## src/rtl/rc4_pkg.sv

```systemverilog
`default_nettype none
// ============================================================================
//  Module      : rc4_pkg
//  Description : Shared types and constants for the RC4 S-memory sequencer.
//                Provides the sequencer state type, the client indices and a
//                helper that maps a phase state to its one-hot client grant.
//  Revision    : 1.0  initial release
// ============================================================================
package rc4_pkg;

    // Client slots on the shared S-memory port
    localparam int CLI_INIT = 0;
    localparam int CLI_KSA  = 1;
    localparam int CLI_PRGA = 2;
    localparam int NUM_CLI  = 3;

    typedef enum logic [2:0] {
        ST_IDLE  = 3'd0,
        ST_INIT  = 3'd1,
        ST_KSA   = 3'd2,
        ST_PRGA  = 3'd3,
        ST_DONE  = 3'd4,
        ST_ERROR = 3'd5
    } seq_state_t;

    // One-hot grant for a phase state; all-zero for the non-phase states
    function automatic logic [NUM_CLI-1:0] phase_onehot(input seq_state_t s);
        logic [NUM_CLI-1:0] v;
        v = '0;
        case (s)
            ST_INIT: v[CLI_INIT] = 1'b1;
            ST_KSA:  v[CLI_KSA]  = 1'b1;
            ST_PRGA: v[CLI_PRGA] = 1'b1;
            default: v = '0;
        endcase
        return v;
    endfunction

endpackage
`default_nettype wire

```

## src/rtl/phase_watchdog.sv

```systemverilog
`default_nettype none
// ============================================================================
//  Module      : phase_watchdog
//  Description : Per-phase cycle counter. Clears on request, counts while
//                enabled and flags the last allowed cycle of a phase.
//  Revision    : 1.0  initial release
// ============================================================================
module phase_watchdog #(
    parameter int TIMEOUT_CYCLES = 4096
) (
    input  logic clk,
    input  logic reset_n,
    input  logic i_clear,
    input  logic i_enable,
    output logic o_timeout
);

    localparam int CNT_W = $clog2(TIMEOUT_CYCLES + 1);
    localparam logic [CNT_W-1:0] C_LAST = CNT_W'(TIMEOUT_CYCLES - 1);

    logic [CNT_W-1:0] r_count;

    // Cycle counter: clear wins, otherwise count while enabled; holds at the
    // last value so it can never wrap even if the owner ignores the timeout
    always_ff @(posedge clk or negedge reset_n) begin
        if (!reset_n) begin
            r_count <= '0;
        end else if (i_clear) begin
            r_count <= '0;
        end else if (i_enable && (r_count != C_LAST)) begin
            r_count <= r_count + CNT_W'(1);
        end
    end

    assign o_timeout = i_enable && (r_count == C_LAST);

endmodule
`default_nettype wire

```

## src/rtl/s_mem_sequencer.sv

```systemverilog
`default_nettype none
// ============================================================================
//  Module      : s_mem_sequencer
//  Description : Owns the shared S-memory port of the RC4 core. Sequences the
//                ram initializer, KSA and PRGA clients, pulsing each client's
//                start, waiting for its finished pulse and muxing exactly one
//                client onto the RAM port per phase. Stray writes from
//                non-granted clients and hung phases end in ERROR.
//  Revision    : 1.0  initial release
// ============================================================================
module s_mem_sequencer
    import rc4_pkg::*;
#(
    parameter int RAM_WIDTH      = 8,
    parameter int RAM_LENGTH     = 8,
    parameter int TIMEOUT_CYCLES = 4096
) (
    input  logic                                 clk,
    input  logic                                 reset_n,
    input  logic                                 start,
    input  logic                                 abort,
    output logic                                 busy,
    output logic                                 done,
    output logic                                 error,
    output logic [NUM_CLI-1:0]                   cli_start,
    input  logic [NUM_CLI-1:0]                   cli_finished,
    input  logic [NUM_CLI-1:0]                   cli_we,
    input  logic [NUM_CLI-1:0][RAM_LENGTH-1:0]   cli_addr,
    input  logic [NUM_CLI-1:0][RAM_WIDTH-1:0]    cli_wdata,
    output logic                                 ram_we,
    output logic [RAM_LENGTH-1:0]                ram_addr,
    output logic [RAM_WIDTH-1:0]                 ram_wdata
);

    seq_state_t          r_state;
    seq_state_t          w_state_next;
    logic [NUM_CLI-1:0]  r_cli_start;
    logic [NUM_CLI-1:0]  w_grant;
    logic                w_busy;
    logic                w_state_change;
    logic                w_timeout;
    logic                w_finished;
    logic                w_stray;

    assign w_grant        = phase_onehot(r_state);
    assign w_busy         = |w_grant;
    assign w_finished     = |(cli_finished & w_grant);
    assign w_stray        = |(cli_we & ~w_grant);
    assign w_state_change = (w_state_next != r_state);

    // Watchdog restarts at every state change so each phase gets a full budget
    phase_watchdog #(
        .TIMEOUT_CYCLES (TIMEOUT_CYCLES)
    ) u_watchdog (
        .clk       (clk),
        .reset_n   (reset_n),
        .i_clear   (w_state_change),
        .i_enable  (w_busy),
        .o_timeout (w_timeout)
    );

    // State register
    always_ff @(posedge clk or negedge reset_n) begin
        if (!reset_n) begin
            r_state <= ST_IDLE;
        end else begin
            r_state <= w_state_next;
        end
    end

    // Next-state logic; priority abort > finished > stray write > timeout
    always_comb begin
        w_state_next = r_state;
        case (r_state)
            ST_IDLE, ST_DONE, ST_ERROR: begin
                if (start && !abort) begin
                    w_state_next = ST_INIT;
                end
            end
            ST_INIT, ST_KSA, ST_PRGA: begin
                if (abort) begin
                    w_state_next = ST_IDLE;
                end else if (w_finished) begin
                    case (r_state)
                        ST_INIT: w_state_next = ST_KSA;
                        ST_KSA:  w_state_next = ST_PRGA;
                        default: w_state_next = ST_DONE;
                    endcase
                end else if (w_stray || w_timeout) begin
                    w_state_next = ST_ERROR;
                end
            end
            default: w_state_next = ST_IDLE;
        endcase
    end

    // Start pulse: high only in the first cycle of the phase being entered
    always_ff @(posedge clk or negedge reset_n) begin
        if (!reset_n) begin
            r_cli_start <= '0;
        end else if (w_state_change) begin
            r_cli_start <= phase_onehot(w_state_next);
        end else begin
            r_cli_start <= '0;
        end
    end

    // Zero-latency port mux; a stray write never reaches the RAM
    always_comb begin
        ram_we    = 1'b0;
        ram_addr  = '0;
        ram_wdata = '0;
        for (int i = 0; i < NUM_CLI; i++) begin
            if (w_grant[i]) begin
                ram_we    = cli_we[i];
                ram_addr  = cli_addr[i];
                ram_wdata = cli_wdata[i];
            end
        end
    end

    assign cli_start = r_cli_start;
    assign busy      = w_busy;
    assign done      = (r_state == ST_DONE);
    assign error     = (r_state == ST_ERROR);

endmodule
`default_nettype wire

```

## config.mk

```make
export PLATFORM = sky130hd
export DESIGN_NAME = s_mem_sequencer
export DESIGN_NICKNAME = d
export VERILOG_FILES = /design/src/rtl/rc4_pkg.sv /design/src/rtl/phase_watchdog.sv /design/src/rtl/s_mem_sequencer.sv
export SDC_FILE = /design/constraint.sdc
export NUM_CORES = 1
export LEC_CHECK = 0
export ABC_AREA = 1
export ABC_CLOCK_PERIOD_IN_PS = 2200
export CAP_MARGIN = 20
export CORE_MARGIN = 3
export CORE_UTILIZATION = 40
export DETAILED_ROUTE_END_ITERATION = 10
export PLACE_DENSITY = 0.85
export SLEW_MARGIN = 20
export SYNTH_ARGS = -nofsm -noshare
export SYNTH_HDL_FRONTEND = slang
export SYNTH_SLANG_ARGS = --single-unit
export TNS_END_PERCENT = 30
```

## constraint.sdc

```tcl
create_clock -name clk -period 2.2 [get_ports clk]
set_input_delay 0.55 -clock clk [delete_from_list [all_inputs] [get_ports clk]]
set_output_delay 0.55 -clock clk [all_outputs]
set_load 0.02 [all_outputs]
```

==> results of run 1 <==
[synth_stat cells, drive strengths merged]
cell type  count
nand2         55
nor2          49
nand3         36
inv           21
dfrtp         19
a31oi         18
clkbuf         7
xor2           7
nand4          5
buf            4
nor3           3
a21oi          2
clkinv         2
xnor2          2
a211oi         1
a22oi          1
ha             1
o221ai         1
o22ai          1
[repair_timing]
| action | 4_1_cts | 5_1_grt |
|---|---|---|
| pin swaps | 0 | 0 |
| gates resized for setup | 24 | 40 |
| endpoints found under the setup margin | 20 | 32 |
| cloned | 0 | 0 |
[kinds of logic (layout without fill, tap and decap cells)]
kind of cell / count (synthesis) / count (layout)
AOI/OAI and AO/OA: 24 / 24
xor gates and xnor gates: 9 / 9
adders and majority gates: 1 / 1
buffers and inverters: 34 / 127
DFF: 19 / 19
and+or+nand+nor: 148 / 148
[worst register-to-register path: cells and delay by family (launching register included)]
kind                   cells  cell delay [ns]
buffers and inverters      4             0.62
flip-flops                 1             0.41
AND/OR/NAND/NOR           10             0.96
[layer usage]
layer	global-route usage, %	part of all wire (%)	vias to the layer above
met5	0	0	-
met4	3.04	0.63	0
met3	5.22	5.6	4
met2	33.7	50	61
met1	25.5	43	845
li1	-	-	964
[state kept, by name, summed over array words and instances, names as in the netlist]
register / flops
r_state: 3
u_watchdog.r_count: 13
cli_start: 3
[through the flow]
step | area (um2) | setup TNS [ns] | hold WS (ns)
after floorplan | 1610 | 0 | 0.254
after global placement | 2580 | -3.87 | 0.533
after detailed placement | 2580 | -3.99 | 0.538
after CTS | 2610 | -0.00898 | 0.551
after global routing | 2570 | -0.788 | 0.566
final | 2570 | 0 | 0.558
[final timing paths]
path,from,end,cells after the start
worst min register to register,u_watchdog.r_count[12],u_watchdog.r_count[12],2
worst min-delay path,u_watchdog.r_count[12],u_watchdog.r_count[12],2
worst max register to register,r_state[2],u_watchdog.r_count[10],14
worst max-delay path,r_state[2],ram_addr[2],7
max in group asynchronous,reset_n,u_watchdog.r_count[5],2
min in group asynchronous,reset_n,u_watchdog.r_count[8],2
[cell type report]
cell class                 instances  area [um2]
timing repair buffer             100         915
tap                               48        60.1
inverter                          23        88.8
fill                             276        1200
sequential                        19         475
multi-input combinational        182         978
clock buffer                       3        41.3
clock inverter                     1        7.51
[power by group through the flow]
stage,sequential [mW],clock (mW),combinational [mW]
detailed placement,0.409,0,1.42
global placement,0.407,0,1.41
global route,0.406,0.263,1.46
finish,0.402,0.249,1.34
CTS,0.402,0.252,1.35
floorplan,0.420,0,0.794
==> metrics.txt, run 1 <==
# TYPE chip_impl_metric gauge
chip_impl_metric{name="post-route-min-period",unit="ns"} 2.15
chip_impl_metric{name="worst_ir_drop_vdd",unit="mV"} 0.471
chip_impl_metric{name="drt-initial-drc-count",unit=""} 123
chip_impl_metric{name="synth.lib_cells_used.distinct",unit=""} 27
chip_impl_metric{name="critPathRequiredTime",unit="ns"} 1.65
chip_impl_metric{name="final.setup.worst_slack",unit="ns"} 0.0458
chip_impl_metric{name="pwr-share-clk",unit="%"} 12.5
chip_impl_metric{name="synth_xor_area_share",unit="%"} 4.88
chip_impl_metric{name="core.rowCount",unit=""} 22
chip_impl_metric{name="cts-buffers-inserted",unit=""} 3
chip_impl_metric{name="die_h",unit="um"} 69.5
chip_impl_metric{name="complex_gate_fraction_of_the_synthesized_area",unit="%"} 10.0
chip_impl_metric{name="post-cts-setup-buffer-count",unit=""} 0
chip_impl_info{name="cts_tree",value="built"} 1
chip_impl_metric{name="grt_first_pass_wirelength",unit="um"} 7880
chip_impl_metric{name="core_area",unit="um2"} 3770
chip_impl_info{name="crit_slowest_cell",value="sky130_fd_sc_hd__dfrtp_1"} 1
chip_impl_metric{name="yosys-mux-area-fraction",unit="%"} 0
chip_impl_metric{name="maxCapViolations",unit=""} 0
chip_impl_metric{name="summed_instance_area_of_the_synthesized_netlist",unit="um2"} 1610
chip_impl_info{name="worstSetupPathType",value="register to primary output"} 1
chip_impl_metric{name="grt_pass1_vias",unit=""} 1755
chip_impl_metric{name="place_inst",unit=""} 372
chip_impl_metric{name="register_clock_pin_slew_on_the_reported_worst_setup_and_hold_paths",unit="ns"} 0.08
chip_impl_metric{name="cts_num_sinks",unit=""} 19
chip_impl_info{name="synth_area_leader_cell",value="sky130_fd_sc_hd__dfrtp_1"} 1
chip_impl_info{name="worst_hold_path_type",value="register to register"} 1
chip_impl_metric{name="worst_skew_pair.late_latency",unit="ns"} 0.26
chip_impl_metric{name="hpwlAfterDp",unit="um"} 3960
chip_impl_metric{name="synth_fa_ha_area_share",unit="%"} 0.775
chip_impl_metric{name="synth-seq-cells",unit=""} 19
chip_impl_metric{name="syn-instance-count",unit=""} 235
chip_impl_metric{name="finalHoldViolations",unit=""} 0
chip_impl_metric{name="regToRegSetupSlack",unit="ns"} 0.16
chip_impl_metric{name="tightestPinTransition",unit="ns"} 0.319
chip_impl_info{name="outcome",value="finished, final reports clean"} 1
chip_impl_metric{name="remaining_drc_errors",unit=""} 0
chip_impl_info{name="root_buffer",value="sky130_fd_sc_hd__clkbuf_8"} 1
chip_impl_metric{name="grt_max_degree",unit=""} 34
chip_impl_metric{name="diodes",unit=""} 0
chip_impl_metric{name="design.die.area",unit="um2"} 4830
chip_impl_metric{name="share_seq_of_total_power",unit="%"} 20.2
chip_impl_info{name="mostFrequentLayoutCell",value="sky130_fd_sc_hd__clkdlybuf4s50_1"} 1
chip_impl_metric{name="relative_slew_margins",unit="%"} 78.7
chip_impl_info{name="synth.area.top_cells",value="sky130_fd_sc_hd__dfrtp_1, sky130_fd_sc_hd__nand2_1, sky130_fd_sc_hd__nand3_1, sky130_fd_sc_hd__nor2_1, sky130_fd_sc_hd__a31oi_1"} 1
chip_impl_metric{name="post_route_cells_drive_above_1_share",unit="%"} 20.7
chip_impl_metric{name="cts_buffer_depth",unit=""} 2
chip_impl_metric{name="post_drt_wl_per_cell",unit="um"} 13.1
chip_impl_metric{name="synthDominantCellAreaShare",unit="%"} 29.5
chip_impl_metric{name="final_net_count",unit=""} 388
chip_impl_metric{name="numPortBuffers",unit=""} 80
chip_impl_metric{name="detail_route.first_pass.iterations",unit=""} 4
chip_impl_metric{name="crit_share_post_route",unit="%"} 97.9
chip_impl_metric{name="initial_core_utilization",unit="%"} 42.8
chip_impl_metric{name="post_synth_and_or_nand_nor_area_fraction",unit="%"} 45.0
chip_impl_metric{name="grt_antenna_before_repair",unit=""} 0
chip_impl_metric{name="synth.yosys.warnings",unit=""} 0
chip_impl_info{name="main_combinational_cell_family_by_area_after_synthesis",value="simple AND/OR/NAND/NOR gates"} 1
chip_impl_metric{name="pins_over_slew_limit",unit=""} 0
chip_impl_info{name="crit_path_cell_trace",value="inv_4, nand3_1, clkinv_1, buf_4, nand2_1, a31oi_1, clkdlybuf4s15_1"} 1
chip_impl_metric{name="netSwitchingPower",unit="uW"} 926
chip_impl_metric{name="avgSynthCellArea",unit="um2"} 6.87
chip_impl_info{name="timing.critical_path.max_delay_family",value="buffers and inverters"} 1
chip_impl_metric{name="cp_data_arrival_time",unit="ns"} 1.60
chip_impl_metric{name="setup_viol_count_final",unit=""} 0
chip_impl_metric{name="cp_slowest_stage_delay",unit="ns"} 0.41
chip_impl_metric{name="postLayoutCoreUtil",unit="%"} 68.0
chip_impl_metric{name="post-layout-total-power",unit="mW"} 1.99
chip_impl_metric{name="ioPinCount",unit=""} 81
chip_impl_metric{name="holdBufCountCts",unit=""} 0
chip_impl_metric{name="grtUsageTotal",unit="%"} 19.8
chip_impl_metric{name="cts-htree-levels",unit=""} 1
chip_impl_metric{name="global_route_congestion_overflow_total",unit=""} 0
chip_impl_metric{name="power.internal",unit="mW"} 1.06
chip_impl_metric{name="area_growth_syn_to_layout",unit="%"} 59.0
chip_impl_metric{name="gp_congestion",unit=""} 0.865
chip_impl_metric{name="drt-vias-per-instance",unit=""} 4.98
chip_impl_metric{name="p_per_area",unit="nW/um2"} 775
chip_impl_metric{name="route.vias.total",unit=""} 1874
chip_impl_metric{name="total_wirelength",unit="um"} 4920
chip_impl_metric{name="clock_skew",unit="ns"} 0.00466
chip_impl_metric{name="mappedNetlistNets",unit=""} 294
chip_impl_metric{name="critPathMaxFanout",unit=""} 8
chip_impl_metric{name="dp_slack",unit="ns"} -0.264
chip_impl_info{name="mostFrequentLayoutCells",value="sky130_fd_sc_hd__clkdlybuf4s50_1, sky130_fd_sc_hd__nand2_1, sky130_fd_sc_hd__nor2_1"} 1
chip_impl_metric{name="fin_cells",unit=""} 376
chip_impl_metric{name="worstPathBufferInverterCount",unit=""} 4
chip_impl_info{name="setup_repair_after_global_routing_missed_its_margin",value="yes"} 1
chip_impl_metric{name="combinationalPowerShare",unit="%"} 67.3
chip_impl_info{name="worst_setup_path_end_kind",value="primary output"} 1
chip_impl_metric{name="die_width",unit="um"} 69.5
chip_impl_metric{name="max_freq",unit="GHz"} 0.464
chip_impl_metric{name="static-leakage-power",unit="nW"} 1.17
chip_impl_metric{name="synth_seq_area_share",unit="%"} 29.5
chip_impl_info{name="critical_path.startpoint_type",value="register"} 1
chip_impl_metric{name="antenna_violating_nets_post_route",unit=""} 0
chip_impl_metric{name="switching_share",unit="%"} 46.6
(Power assumes the default switching activity.)
==> inputs of run 2 (changes only) <==
--- a/config.mk
+++ b/config.mk
@@ -8,7 +8,6 @@
 export ABC_AREA = 1
 export ABC_CLOCK_PERIOD_IN_PS = 2200
 export CAP_MARGIN = 20
-export CORE_MARGIN = 3
 export CORE_UTILIZATION = 40
 export DETAILED_ROUTE_END_ITERATION = 10
 export PLACE_DENSITY = 0.85
==> metrics.txt, run 2 (same netlist as run 1, synthesis figures left out) <==
# TYPE chip_impl_metric gauge
chip_impl_metric{name="detail_route.first_pass.iterations",unit=""} 4
chip_impl_metric{name="diodes",unit=""} 0
chip_impl_info{name="timing.critical_path.max_delay_family",value="buffers and inverters"} 1
chip_impl_metric{name="grtUsageTotal",unit="%"} 24.0
chip_impl_metric{name="crit_share_post_route",unit="%"} 100
chip_impl_metric{name="placedInstanceArea",unit="um2"} 2580
chip_impl_metric{name="pins_over_slew_limit",unit=""} 0
chip_impl_metric{name="worst_skew_pair.late_latency",unit="ns"} 0.27
chip_impl_metric{name="design.die.area",unit="um2"} 4290
chip_impl_metric{name="worst_ir_drop_vdd",unit="mV"} 0.370
chip_impl_metric{name="cp_data_arrival_time",unit="ns"} 1.66
chip_impl_metric{name="area_growth_syn_to_layout",unit="%"} 60.0
chip_impl_metric{name="static-leakage-power",unit="nW"} 1.17
chip_impl_metric{name="worstPathBufferInverterCount",unit=""} 4
chip_impl_metric{name="tightestPinTransition",unit="ns"} 0.295
chip_impl_metric{name="die_h",unit="um"} 65.5
chip_impl_metric{name="global_route_congestion_overflow_total",unit=""} 0
chip_impl_metric{name="post_route_cells_drive_above_1_share",unit="%"} 20.5
chip_impl_metric{name="total_wirelength",unit="um"} 5070
chip_impl_info{name="crit_slowest_cell",value="sky130_fd_sc_hd__dfrtp_1"} 1
chip_impl_info{name="worst_hold_path.endpoint",value="u_watchdog.r_count[12]"} 1
chip_impl_metric{name="core_area",unit="um2"} 3770
chip_impl_metric{name="cts_buffer_depth",unit=""} 2
chip_impl_info{name="worst_min_path_start",value="u_watchdog.r_count[12]"} 1
chip_impl_metric{name="post_drt_wl_per_cell",unit="um"} 13.5
chip_impl_metric{name="maxCapViolations",unit=""} 0
chip_impl_metric{name="final.setup.worst_slack",unit="ns"} -0.00582
chip_impl_info{name="violations",value="setup timing"} 1
chip_impl_metric{name="die_width",unit="um"} 65.5
chip_impl_metric{name="cts-buffers-inserted",unit=""} 3
chip_impl_metric{name="regToRegSetupSlack",unit="ns"} 0.09
chip_impl_metric{name="grt_first_pass_wirelength",unit="um"} 8040
chip_impl_info{name="worst_hold_path_type",value="register to register"} 1
chip_impl_metric{name="final_net_count",unit=""} 387
chip_impl_info{name="outcome",value="finished, violations left"} 1
chip_impl_metric{name="finalHoldViolations",unit=""} 0
chip_impl_metric{name="antenna_violating_nets_post_route",unit=""} 0
chip_impl_metric{name="r2r_cells",unit=""} 14
chip_impl_metric{name="holdBufCountCts",unit=""} 0
chip_impl_metric{name="core.rowCount",unit=""} 22
chip_impl_metric{name="cts-htree-levels",unit=""} 1
chip_impl_metric{name="max_freq",unit="GHz"} 0.453
chip_impl_metric{name="p_per_area",unit="nW/um2"} 785
chip_impl_metric{name="drt-initial-drc-count",unit=""} 129
chip_impl_info{name="root_buffer",value="sky130_fd_sc_hd__clkbuf_8"} 1
chip_impl_metric{name="relative_slew_margins",unit="%"} 80.2
chip_impl_metric{name="finalHoldWorstSlack",unit="ns"} 0.553
chip_impl_metric{name="initial_core_utilization",unit="%"} 42.8
chip_impl_metric{name="clock_skew",unit="ns"} 0.00527
chip_impl_info{name="worst_r2r_endpoint",value="u_watchdog.r_count[10]"} 1
chip_impl_info{name="setup_repair_after_global_routing_missed_its_margin",value="yes"} 1
chip_impl_metric{name="setup_viol_count_final",unit=""} 1
chip_impl_info{name="crit_path_cell_trace",value="inv_4, nand3_1, clkinv_1, buf_4, nand2_1, a31oi_1, clkdlybuf4s15_1"} 1
chip_impl_metric{name="drt-vias-per-instance",unit=""} 5.19
chip_impl_metric{name="cp_slowest_stage_delay",unit="ns"} 0.42
chip_impl_info{name="cts_tree",value="built"} 1
chip_impl_metric{name="design_area",unit="um2"} 2580
chip_impl_info{name="mostFrequentLayoutCell",value="sky130_fd_sc_hd__clkdlybuf4s50_1"} 1
chip_impl_info{name="worstSetupPathType",value="register to primary output"} 1
chip_impl_info{name="largest_register",value="u_watchdog.r_count"} 1
chip_impl_info{name="worst_r2r_startpoint",value="r_state[2]"} 1
chip_impl_metric{name="critPathRequiredTime",unit="ns"} 1.65
chip_impl_info{name="mostFrequentLayoutCells",value="sky130_fd_sc_hd__clkdlybuf4s50_1, sky130_fd_sc_hd__nand2_1, sky130_fd_sc_hd__nor2_1"} 1
chip_impl_metric{name="hpwlAfterDp",unit="um"} 4070
chip_impl_metric{name="critPathMaxFanout",unit=""} 6
chip_impl_metric{name="largest_reg_flops",unit=""} 13
chip_impl_metric{name="numPortBuffers",unit=""} 80
chip_impl_metric{name="grt_pass1_vias",unit=""} 1867
chip_impl_metric{name="remaining_drc_errors",unit=""} 0
chip_impl_metric{name="register_clock_pin_slew_on_the_reported_worst_setup_and_hold_paths",unit="ns"} 0.08
chip_impl_metric{name="postLayoutCoreUtil",unit="%"} 68.5
chip_impl_metric{name="post-cts-setup-buffer-count",unit=""} 0
chip_impl_metric{name="gp_congestion",unit=""} 0.806
chip_impl_info{name="worst_setup_path_end_kind",value="primary output"} 1
chip_impl_metric{name="post-route-min-period",unit="ns"} 2.21
chip_impl_metric{name="ioPinCount",unit=""} 81
chip_impl_metric{name="grt_max_degree",unit=""} 34
chip_impl_metric{name="route.vias.total",unit=""} 1946
chip_impl_metric{name="min_delay_path_depth",unit=""} 2
chip_impl_info{name="critical_path.startpoint_type",value="register"} 1
chip_impl_metric{name="grt_antenna_before_repair",unit=""} 0
chip_impl_metric{name="cts_num_sinks",unit=""} 19
==> run 2: how the worst max path moves through the flow <==
| stage | start | endpoint | slack, ns | cells after the start |
|---|---|---|---|---|
| 2_1_floorplan | r_state[1] | ram_addr[0] | 0.05 | 5 |
| 3_3_place_gp | cli_addr[13] | ram_addr[5] | -0.26 | 4 |
| 3_5_place_dp | cli_addr[8] | ram_addr[0] | -0.30 | 4 |
| 4_1_cts | r_state[2] | ram_addr[0] | -0.02 | 7 |
| 5_1_grt | r_state[2] | ram_wdata[4] | -0.09 | 7 |
| 6_report | r_state[2] | ram_wdata[3] | -0.006 | 7 |
==> run 2: repair_timing <==
item / 4_1_cts / 5_1_grt
resized for setup: 34 / 29
cloned: 0 / 0
endpoints found under the setup margin: 20 / 31
==> run 2: area by class of cell <==
class | instances | area (um2)
clock buffer | 3 | 41.3
clock inverter | 1 | 7.51
fill | 314 | 1190
inverter | 23 | 88.8
multi-input combinational | 182 | 986
sequential | 19 | 475
tap | 48 | 60.1
timing repair buffer | 99 | 923
==> run 2: stage by stage <==
step                      instances  worst slack [ns]  power (mW)  setup TNS (ns)
after floorplan                 235            0.0496        1.21               0
after global placement          371            -0.260        1.83           -3.84
after detailed placement        371            -0.298        1.85           -4.28
after CTS                       375           -0.0205        2.05         -0.0205
after global routing            375           -0.0877        2.16          -0.918
final                           375          -0.00582        2.03        -0.00582
==> run 2: report_power, final <==
| group | internal (mW) | total (mW) | switching [mW] | leakage [nW] |
|---|---|---|---|---|
| sequential | 0.379 | 0.406 | 0.0264 | 0.262 |
| clock | 0.128 | 0.254 | 0.126 | 0.0217 |
| combinational | 0.568 | 1.37 | 0.801 | 0.882 |
| total | 1.08 | 2.03 | 0.953 | 1.17 |
==> run 2: worst register-to-register path: stages, from the launching register on <==
cell                      delay (ns)
sky130_fd_sc_hd__dfrtp_1        0.42
sky130_fd_sc_hd__inv_4          0.10
sky130_fd_sc_hd__buf_4          0.23
sky130_fd_sc_hd__nand3_2        0.11
sky130_fd_sc_hd__buf_4          0.15
sky130_fd_sc_hd__nand2_1        0.05
sky130_fd_sc_hd__nand2_1        0.06
sky130_fd_sc_hd__nor2_2         0.16
sky130_fd_sc_hd__nand3_2        0.10
sky130_fd_sc_hd__nand2_2        0.08
sky130_fd_sc_hd__nand3_1        0.07
sky130_fd_sc_hd__nand2_1        0.11
sky130_fd_sc_hd__nand3_2        0.10
sky130_fd_sc_hd__buf_12         0.17
sky130_fd_sc_hd__nor2_1         0.12
==> run 2: layer usage <==
metal,GRT usage (%),wire [um]
met3,6.08,317
met5,0,0
met4,4.62,41
met1,29.6,2140
met2,42.1,2570
